File: config.mk
export PLATFORM = sky130hd
export DESIGN_NAME = mult_arbiter
export DESIGN_NICKNAME = d
export VERILOG_FILES = /design/src/rtl/mult_arbiter.sv
export SDC_FILE = /design/constraint.sdc
export NUM_CORES = 1
export LEC_CHECK = 0
export CORE_UTILIZATION = 26
export CTS_BUF_LIST = sky130_fd_sc_hd__clkbuf_2
export CTS_CLUSTER_SIZE = 8
export DETAILED_ROUTE_END_ITERATION = 8
export PLACE_DENSITY = 0.72
export RECOVER_POWER = 100
export SETUP_SLACK_MARGIN = 0.15
export SYNTH_ARGS = -nofsm -noshare
export SYNTH_HDL_FRONTEND = slang
export SYNTH_SLANG_ARGS = --single-unit
export TNS_END_PERCENT = 50
File: constraint.sdc
create_clock -name clk -period 4.4 [get_ports clk]
set_input_delay 0.44 -clock clk [delete_from_list [all_inputs] [get_ports clk]]
set_output_delay 0.44 -clock clk [all_outputs]
set_load 0.02 [all_outputs]
File: src/rtl/mult_arbiter.sv
// mult_arbiter: shares one pipelined multiplier between NREQ requesters.
// Operand pairs are granted round-robin and issued together on the a/b ports.
// The ID of each issuing requester is queued in an in-flight FIFO so every
// returning result is steered back to its owner, in issue order.
// Build option: define MULT_ARB_FIXED_PRIO_EN for fixed priority, where the
// lowest requester index wins and no priority pointer register exists.
module mult_arbiter #(
    parameter int WIDTH   = 16,
    parameter int NREQ    = 4,
    parameter int IDW     = 2,
    parameter int MAX_OUT = 4
) (
    input  logic                  clk,
    input  logic                  reset_n,
    input  logic [NREQ-1:0]       i_req_valid,
    output logic [NREQ-1:0]       o_req_ready,
    input  logic [NREQ*WIDTH-1:0] i_req_a,
    input  logic [NREQ*WIDTH-1:0] i_req_b,
    output logic [NREQ-1:0]       o_res_valid,
    input  logic [NREQ-1:0]       i_res_ready,
    output logic [WIDTH-1:0]      o_res_data,
    output logic                  o_mul_a_valid,
    output logic                  o_mul_b_valid,
    input  logic                  i_mul_a_ready,
    input  logic                  i_mul_b_ready,
    output logic [WIDTH-1:0]      o_mul_a,
    output logic [WIDTH-1:0]      o_mul_b,
    input  logic                  i_mul_result_valid,
    output logic                  o_mul_result_ready,
    input  logic [WIDTH-1:0]      i_mul_result,
    output logic                  o_err
);

    localparam int PW = $clog2(MAX_OUT);
    localparam int CW = $clog2(MAX_OUT + 1);

    logic [IDW-1:0] ptr_s;
    logic [IDW-1:0] gid_s;
    logic [IDW-1:0] cand_s;
    logic           any_req_s;
    logic           issue_valid_s;
    logic           fire_s;
    logic           empty_s;
    logic           full_s;
    logic [IDW-1:0] head_s;
    logic           h_s;
    logic           pop_s;

    logic [IDW-1:0] id_mem_r [MAX_OUT];
    logic [PW-1:0]  wr_ptr_r;
    logic [PW-1:0]  rd_ptr_r;
    logic [CW-1:0]  count_r;
    logic           err_r;

    // Requester index 'off' positions after 'base', wrapping modulo NREQ.
    function automatic logic [IDW-1:0] wrap_add(input logic [IDW-1:0] base, input int off);
        int sum;
        sum = int'(base) + off;
        if (sum >= NREQ) begin
            sum = sum - NREQ;
        end else begin
            sum = sum;
        end
        return IDW'(sum);
    endfunction

`ifdef MULT_ARB_FIXED_PRIO_EN
    assign ptr_s = {IDW{1'b0}};
`else
    logic [IDW-1:0] ptr_r;

    // Priority pointer: after an issue, searching restarts just past the winner.
    always_ff @(posedge clk) begin
        if (!reset_n) begin
            ptr_r <= {IDW{1'b0}};
        end else if (fire_s) begin
            if (gid_s == IDW'(NREQ - 1)) begin
                ptr_r <= {IDW{1'b0}};
            end else begin
                ptr_r <= gid_s + IDW'(1'b1);
            end
        end else begin
            ptr_r <= ptr_r;
        end
    end

    assign ptr_s = ptr_r;
`endif

    assign any_req_s = |i_req_valid;

    // Grant search: walk backwards so the valid requester closest to the pointer wins.
    always_comb begin
        gid_s  = {IDW{1'b0}};
        cand_s = {IDW{1'b0}};
        for (int i = NREQ - 1; i >= 0; i--) begin
            cand_s = wrap_add(ptr_s, i);
            gid_s  = i_req_valid[cand_s] ? cand_s : gid_s;
        end
    end

    // Issue is blocked when full, even if a result pops in the same cycle.
    assign empty_s       = (count_r == {CW{1'b0}});
    assign full_s        = (count_r == CW'(MAX_OUT));
    assign issue_valid_s = reset_n && any_req_s && !full_s;
    assign fire_s        = issue_valid_s && i_mul_a_ready && i_mul_b_ready;

    assign o_mul_a_valid = issue_valid_s;
    assign o_mul_b_valid = issue_valid_s;
    assign o_mul_a       = i_req_a[gid_s*WIDTH +: WIDTH];
    assign o_mul_b       = i_req_b[gid_s*WIDTH +: WIDTH];

    // Accept strobe goes only to the granted requester, and only when issued.
    always_comb begin
        o_req_ready        = {NREQ{1'b0}};
        o_req_ready[gid_s] = fire_s;
    end

    // Result return: the FIFO head owns whatever the multiplier presents.
    assign head_s             = id_mem_r[rd_ptr_r];
    assign h_s                = reset_n && i_mul_result_valid && !empty_s;
    assign pop_s              = h_s && i_res_ready[head_s];
    assign o_mul_result_ready = pop_s;
    assign o_res_data         = i_mul_result;

    // Result valid is steered to the head owner only.
    always_comb begin
        o_res_valid         = {NREQ{1'b0}};
        o_res_valid[head_s] = h_s;
    end

    // ID storage: data-only, validity is tracked by the pointers and count.
    always_ff @(posedge clk) begin
        if (fire_s) begin
            id_mem_r[wr_ptr_r] <= gid_s;
        end else begin
            id_mem_r[wr_ptr_r] <= id_mem_r[wr_ptr_r];
        end
    end

    // FIFO pointers and occupancy; simultaneous push and pop leave count unchanged.
    always_ff @(posedge clk) begin
        if (!reset_n) begin
            wr_ptr_r <= {PW{1'b0}};
            rd_ptr_r <= {PW{1'b0}};
            count_r  <= {CW{1'b0}};
        end else begin
            wr_ptr_r <= fire_s ? wr_ptr_r + PW'(1'b1) : wr_ptr_r;
            rd_ptr_r <= pop_s ? rd_ptr_r + PW'(1'b1) : rd_ptr_r;
            case ({fire_s, pop_s})
                2'b10:   count_r <= count_r + CW'(1'b1);
                2'b01:   count_r <= count_r - CW'(1'b1);
                default: count_r <= count_r;
            endcase
        end
    end

    // Sticky error: a result arrived with nothing in flight to own it.
    always_ff @(posedge clk) begin
        if (!reset_n) begin
            err_r <= 1'b0;
        end else if (i_mul_result_valid && empty_s) begin
            err_r <= 1'b1;
        end else begin
            err_r <= err_r;
        end
    end

    assign o_err = err_r;

endmodule
==> results of run 1 <==
## registers in the layout (all words and copies together), names as in the netlist, named ones only
register / cells
ptr_r: 2
rd_ptr_r: 2
o_err: 1
count_r: 3
id_mem_r: 8
wr_ptr_r: 2
## cell usage in the layout, fill, tap and decap left out, types with 2 or more instances in the layout
cell / Yosys / final
clkinv_1: 1 / 2
edfxtp_1: 8 / 8
nor3_1: 2 / 2
a21oi_1: 6 / 6
inv_1: 11 / 11
a221oi_1: 2 / 2
nor2_1: 12 / 12
clkbuf_1: 1 / 3
mux2i_1: 101 / 101
xnor2_1: 2 / 2
clkbuf_2: 0 / 4
ha_1: 9 / 9
dfxtp_1: 12 / 12
o21ai_0: 2 / 2
clkdlybuf4s50_1: 0 / 147
dlygate4sd3_1: 0 / 37
xor2_1: 2 / 2
and3_1: 8 / 8
nand2_1: 3 / 3
## layout make-up
| class | count | area share, % |
|---|---|---|
| multi-input cells | 164 | 36.97 |
| clock buffers | 3 | 0.3700 |
| flip-flops and latches | 20 | 11.84 |
| clock inverters | 1 | 0.09251 |
| well taps | 105 | 3.238 |
| inverters | 13 | 1.203 |
| repair buffers | 189 | 46.28 |
## stage by stage
| step | setup WS [ns] | power [mW] |
|---|---|---|
| 2_1_floorplan | 1.593 | 0.4487 |
| 3_3_place_gp | 0.8175 | 0.6662 |
| 6_report | 0.4860 | 0.7177 |
| 4_1_cts | 0.7399 | 0.7452 |
| 5_1_grt | 0.2558 | 0.7667 |
| 3_5_place_dp | 0.7470 | 0.6716 |
## logic make-up (layout without fill, tap and decap cells)
| family | count (synthesis) | count (layout) | share of synthesized area (%) |
|---|---|---|---|
| multiplexers | 103 | 103 | 47.13 |
| AND/OR/NAND/NOR | 31 | 31 | 7.013 |
| AO/OA/AOI/OAI | 16 | 16 | 5.009 |
| flip-flops | 20 | 20 | 21.37 |
| adder cells (fa/ha/maj) | 10 | 10 | 5.899 |
| buffers and inverters | 43 | 206 | 12.02 |
| XOR/XNOR | 4 | 4 | 1.558 |
## power by group through the flow
stage	registers [mW]	clock network [mW]	logic, mW
finish	0.202	0.0715	0.444
global route	0.202	0.0883	0.476
CTS	0.202	0.0756	0.468
detailed placement	0.206	0	0.466
global placement	0.206	0	0.461
floorplan	0.206	0	0.243
## layer usage
metal | up-vias | global-route usage [%]
met5 | - | 0
met4 | 0 | 7.071
met3 | 20 | 6.119
met2 | 104 | 31.29
met1 | 1028 | 15.50
li1 | 1136 | -
## critical path, delay by kind of cell
family / cells / cell delay (ns)
buffers and inverters: 4 / 1.84
AO/OA/AOI/OAI: 2 / 0.84
multiplexers: 2 / 0.34
## how the worst max path moves through the flow
stage	start	to	slack (ns)	cells after the start
after floorplan	flop	count_r[2]	1.59	9
after global placement	i_req_valid[1]	o_mul_b[1]	0.82	8
after detailed placement	i_req_valid[1]	o_mul_a[12]	0.75	8
after CTS	i_req_valid[1]	o_mul_b[4]	0.74	8
after global routing	i_req_valid[1]	o_mul_a[4]	0.26	8
final	i_req_valid[1]	o_mul_b[1]	0.49	8
==> flow_metrics.env, run 1 <==
export IMPL_multiInputGateArea_um2=1500
export IMPL_area_growth_synth_to_final_pct=80.47
export IMPL_fp_dieW_um=95.00
export IMPL_netlist_instances=227
export IMPL_grt_max_degree=34
export IMPL_design_area_um2=4058
export IMPL_cp_slowest_stage_delay_ns=0.66
export IMPL_comb_power_share_pct=61.9
export IMPL_clk_latency_ns=0.30
export IMPL_place_gp_congestion=0.8108
export IMPL_yosys_warnings=0
export IMPL_ioPinCount=217
export IMPL_fmax_mhz=255.5
export IMPL_num_vias=2288
export IMPL_core_area_um2=8299
export IMPL_via_per_inst=4.622
export IMPL_synthArstFlopShare_pct=0
export IMPL_crit_chain="dlygate4sd3_1 -> inv_1 -> a221oi_1 -> o22a_4 -> clkbuf_2 -> mux2i_1 -> mux2i_1 -> dlygate4sd3_1"
export IMPL_hold_worst_slack_ns=0.4718
export IMPL_path_max_fanout=33
export IMPL_cts_sinks=20
export IMPL_cts_root_buf="clkbuf_2"
export IMPL_worst_pin_slew_ns=0.8225
export IMPL_cp_required_ns=3.96
export IMPL_start_util_pct=27.09
export IMPL_r2r_end="count_r[2]"
export IMPL_status="finished, final reports clean"
export IMPL_min_period_ns=3.914
export IMPL_yosysMostFrequentCell="mux2i_1"
export IMPL_yosys_register_bits=20
export IMPL_cts_tree="yes"
export IMPL_ys_dominant_reg_cell="dfxtp_1"
export IMPL_grt_use_total_pct=16.41
export IMPL_fillCellCount=807
export IMPL_synth_common_cells="mux2i_1 (101), buf_4 (19), dfxtp_1 (12), nor2_1 (12), inv_1 (11)"
export IMPL_p_switching_mw=0.2453
export IMPL_p_clk_share_pct=10.0
export IMPL_first_global_vias=2447
export IMPL_layout_cells_non_filler=495
export IMPL_final_net_count=558
export IMPL_p_per_area_nw_per_um2=176.9
export IMPL_holdPathEnd="rd_ptr_r[1]"
export IMPL_synth_edf_count=8
export IMPL_min_delay_path_depth=1
export IMPL_dpl_hpwl_mm=6.376
export IMPL_wl_mm=7.412
export IMPL_ctsHoldBuffers=0
export IMPL_yosysTopAreaCell="mux2i_1"
export IMPL_met2WireLength_mm=4.010
export IMPL_overflow=0
export IMPL_slowest_stage="dlygate4sd3_1"
export IMPL_finalCritPeriodShare_pct=88.95
export IMPL_clkTransAtPathRegs_ns=0.18
export IMPL_crit_type="primary input to output port"
export IMPL_rsz0062_at_grt="false"
export IMPL_antenna_left=0
export IMPL_drtIter0Drc=38
export IMPL_seq_area_um2=480.5
export IMPL_arrival_ns=3.47
export IMPL_ys_types=35
export IMPL_p_int_mw=0.4724
export IMPL_fin_worst_skew_ns=0.004948
export IMPL_die_area_um2=9024
export IMPL_drcViolationCount=0
export IMPL_synth_area_um2=2248
export IMPL_setup_violations=0
export IMPL_die_height_um=95.00
export IMPL_postCtsSetupBuffers=0
export IMPL_finalHoldViolations=0
export IMPL_hold_class="flop to flop"
export IMPL_swShare_pct=34.18
export IMPL_synth_avg_cell_area_um2=9.905
export IMPL_antenna_cells=0
export IMPL_drive_gt1_share_pct=2.308
export IMPL_yosysTopAreaCellShare_pct=44.96
export IMPL_slew_headroom_pct=45.08
export IMPL_cts_buffers=3
export IMPL_met3WireLength_um=729
export IMPL_placed_cells=491
export IMPL_hp_start="rd_ptr_r[1]"
export IMPL_worstSetupStartpointType="primary input"
export IMPL_report_final_slew_viol_count=0
export IMPL_grt_pass1_wl_mm=11.47
export IMPL_place_area_um2=4059
export IMPL_wirelength_met1_mm=2.424
export IMPL_endpoint_kind="output port"
export IMPL_r2r_cells=9
export IMPL_port_buffers=184
export IMPL_drv_cap=0
export IMPL_syn_nets=394
export IMPL_p_leak_nw=1.617
export IMPL_antenna_found_initial=0
export IMPL_final_core_util_pct=48.89
export IMPL_r2r_setup_slack_ns=1.43
export IMPL_seq_area_frac_synth_pct=21.37
export IMPL_ctsResizeCount=0
export IMPL_power_share_sequential_pct=28.1
export IMPL_cts_buffer_depth=2
export IMPL_vdd_drop_max_mv=0.07118
export IMPL_h_tree_depth=1
export IMPL_rows=33
export IMPL_top_layer="met4"
export IMPL_drt_pass1_iter_count=4
export IMPL_post_drt_wl_per_cell_um=14.97
export IMPL_tns_ns=0
export IMPL_synth_area_top_cells="mux2i_1 (45%), dfxtp_1 (11%), edfxtp_1 (11%)"
No activity file was read; power rests on OpenSTA's default activity.
==> inputs of run 2 (changes only) <==
CTS_BUF_LIST = sky130_fd_sc_hd__clkbuf_4 sky130_fd_sc_hd__clkbuf_8   (was sky130_fd_sc_hd__clkbuf_2)
GPL_ROUTABILITY_DRIVEN = 1   (was default)
==> flow_metrics.env, run 2 (synthesis gave the netlist of run 1 again) <==
export IMPL_die_height_um=95.00
export IMPL_num_vias=2294
export IMPL_worst_pin_slew_ns=0.8179
export IMPL_via_per_inst=4.634
export IMPL_clkTransAtPathRegs_ns=0.07
export IMPL_use_met2_pct=31.35
export IMPL_placed_cells=491
export IMPL_status="finished, final reports clean"
export IMPL_cts_sinks=20
export IMPL_ctsHoldBuffers=0
export IMPL_final_net_count=558
export IMPL_cts_buffers=3
export IMPL_finalCritPeriodShare_pct=88.98
export IMPL_p_leak_nw=1.626
export IMPL_port_buffers=184
export IMPL_drv_cap=0
export IMPL_layout_cells_non_filler=495
export IMPL_min_period_ns=3.915
export IMPL_first_global_vias=2453
export IMPL_clk_latency_ns=0.25
export IMPL_largest_register="id_mem_r"
export IMPL_drt_pass1_iter_count=4
export IMPL_setup_violations=0
export IMPL_report_final_slew_viol_count=0
export IMPL_core_area_um2=8299
export IMPL_path_max_fanout=33
export IMPL_cts_root_buf="clkbuf_8"
export IMPL_crit_type="primary input to output port"
export IMPL_seq_area_um2=480.5
export IMPL_endpoint_kind="output port"
export IMPL_die_area_um2=9024
export IMPL_mostFrequentLayoutCells="clkdlybuf4s50_1 (147), mux2i_1 (101), dlygate4sd3_1 (37)"
export IMPL_grt_busiest_layer="met2"
export IMPL_post_drt_wl_per_cell_um=14.96
export IMPL_antenna_left=0
export IMPL_p_per_area_nw_per_um2=186.8
export IMPL_rsz0062_at_grt="false"
export IMPL_drive_gt1_share_pct=2.308
export IMPL_finalHoldViolations=0
export IMPL_grt_use_met1_pct=15.45
export IMPL_rows=33
export IMPL_largest_register_ffs=8
export IMPL_arrival_ns=3.48
export IMPL_grt_max_degree=34
export IMPL_power_mw=0.7628
export IMPL_grt_pass1_wl_mm=11.46
export IMPL_place_gp_congestion=0.8108
export IMPL_hold_worst_slack_ns=0.4601
export IMPL_vdd_drop_max_mv=0.09226
export IMPL_multiInputGateArea_um2=1500
export IMPL_dpl_hpwl_mm=6.376
export IMPL_reg_top3="id_mem_r x8, count_r x3"
export IMPL_layout_commonest_cell="clkdlybuf4s50_1"
export IMPL_ioPinCount=217
export IMPL_ctsResizeCount=0
export IMPL_grt_use_total_pct=16.36
export IMPL_drtIter0Drc=26
export IMPL_slew_headroom_pct=45.39
export IMPL_drcViolationCount=0
export IMPL_antenna_cells=0
export IMPL_fillCellCount=801
export IMPL_hold_class="flop to flop"
export IMPL_area_growth_synth_to_final_pct=81.64
export IMPL_tns_ns=0
export IMPL_cts_tree="yes"
export IMPL_grt_use_met3_pct=6.119
export IMPL_h_tree_depth=1
export IMPL_overflow=0
export IMPL_start_util_pct=27.09
export IMPL_fmax_mhz=255.4
export IMPL_fin_worst_skew_ns=0.003573
export IMPL_worstSetupStartpointType="primary input"
export IMPL_cts_buffer_depth=2
export IMPL_postCtsSetupBuffers=0
export IMPL_fp_dieW_um=95.00
export IMPL_wl_mm=7.406
export IMPL_final_core_util_pct=49.21
export IMPL_antenna_found_initial=0
export IMPL_cp_required_ns=3.96
==> run 2: cell counts in the layout (fill, tap and decap cells not counted) <==
No cell type changed its count.
==> run 2: power breakdown <==
group | switching, mW | internal, mW
Clock | 0.0550 | 0.0620
Sequential | 0.00344 | 0.198
Combinational | 0.190 | 0.254
==> run 2: path summary, 6_finish.rpt <==
check	from	to	slack, ns	cells after the start
max	i_req_valid[1]	o_mul_b[1]	0.48	8
min	rd_ptr_r[1]	rd_ptr_r[1]	0.46	1
max reg2reg	flop	count_r[2]	1.45	9
min reg2reg	rd_ptr_r[1]	rd_ptr_r[1]	0.46	1
==> run 2: stage by stage <==
step | area (µm²) | setup WS (ns)
floorplan | 2248 | 1.593
global placement | 4059 | 0.8175
detailed placement | 4059 | 0.7470
CTS | 4104 | 0.7393
global route | 4084 | 0.2558
finish | 4084 | 0.4850
==> run 2: routing by layer <==
layer / vias to the layer above / share of wire (%)
met5: - / 0
met4: 0 / 3.4
met3: 20 / 9.9
met2: 104 / 54
met1: 1034 / 33
li1: 1136 / -
==> run 2: layout make-up <==
type | count | share of cell area [%]
timing repair buffer | 189 | 45.99
multi-input combinational | 164 | 36.73
sequential | 20 | 11.76
tap | 105 | 3.217
inverter | 13 | 1.195
clock buffer | 3 | 1.011
clock inverter | 1 | 0.09191
==> run 2: critical path, stage by stage <==
cell	delay (ns)
dlygate4sd3_1	0.64
inv_1	0.06
a221oi_1	0.32
o22a_4	0.53
clkbuf_2	0.48
mux2i_1	0.25
mux2i_1	0.09
dlygate4sd3_1	0.66
==> inputs of run 3 (changes only) <==
CTS_CLUSTER_SIZE = 28   (was 8)
==> results of run 3 <==
No change in the layout: final DEF, timing and power equal those of run 2.
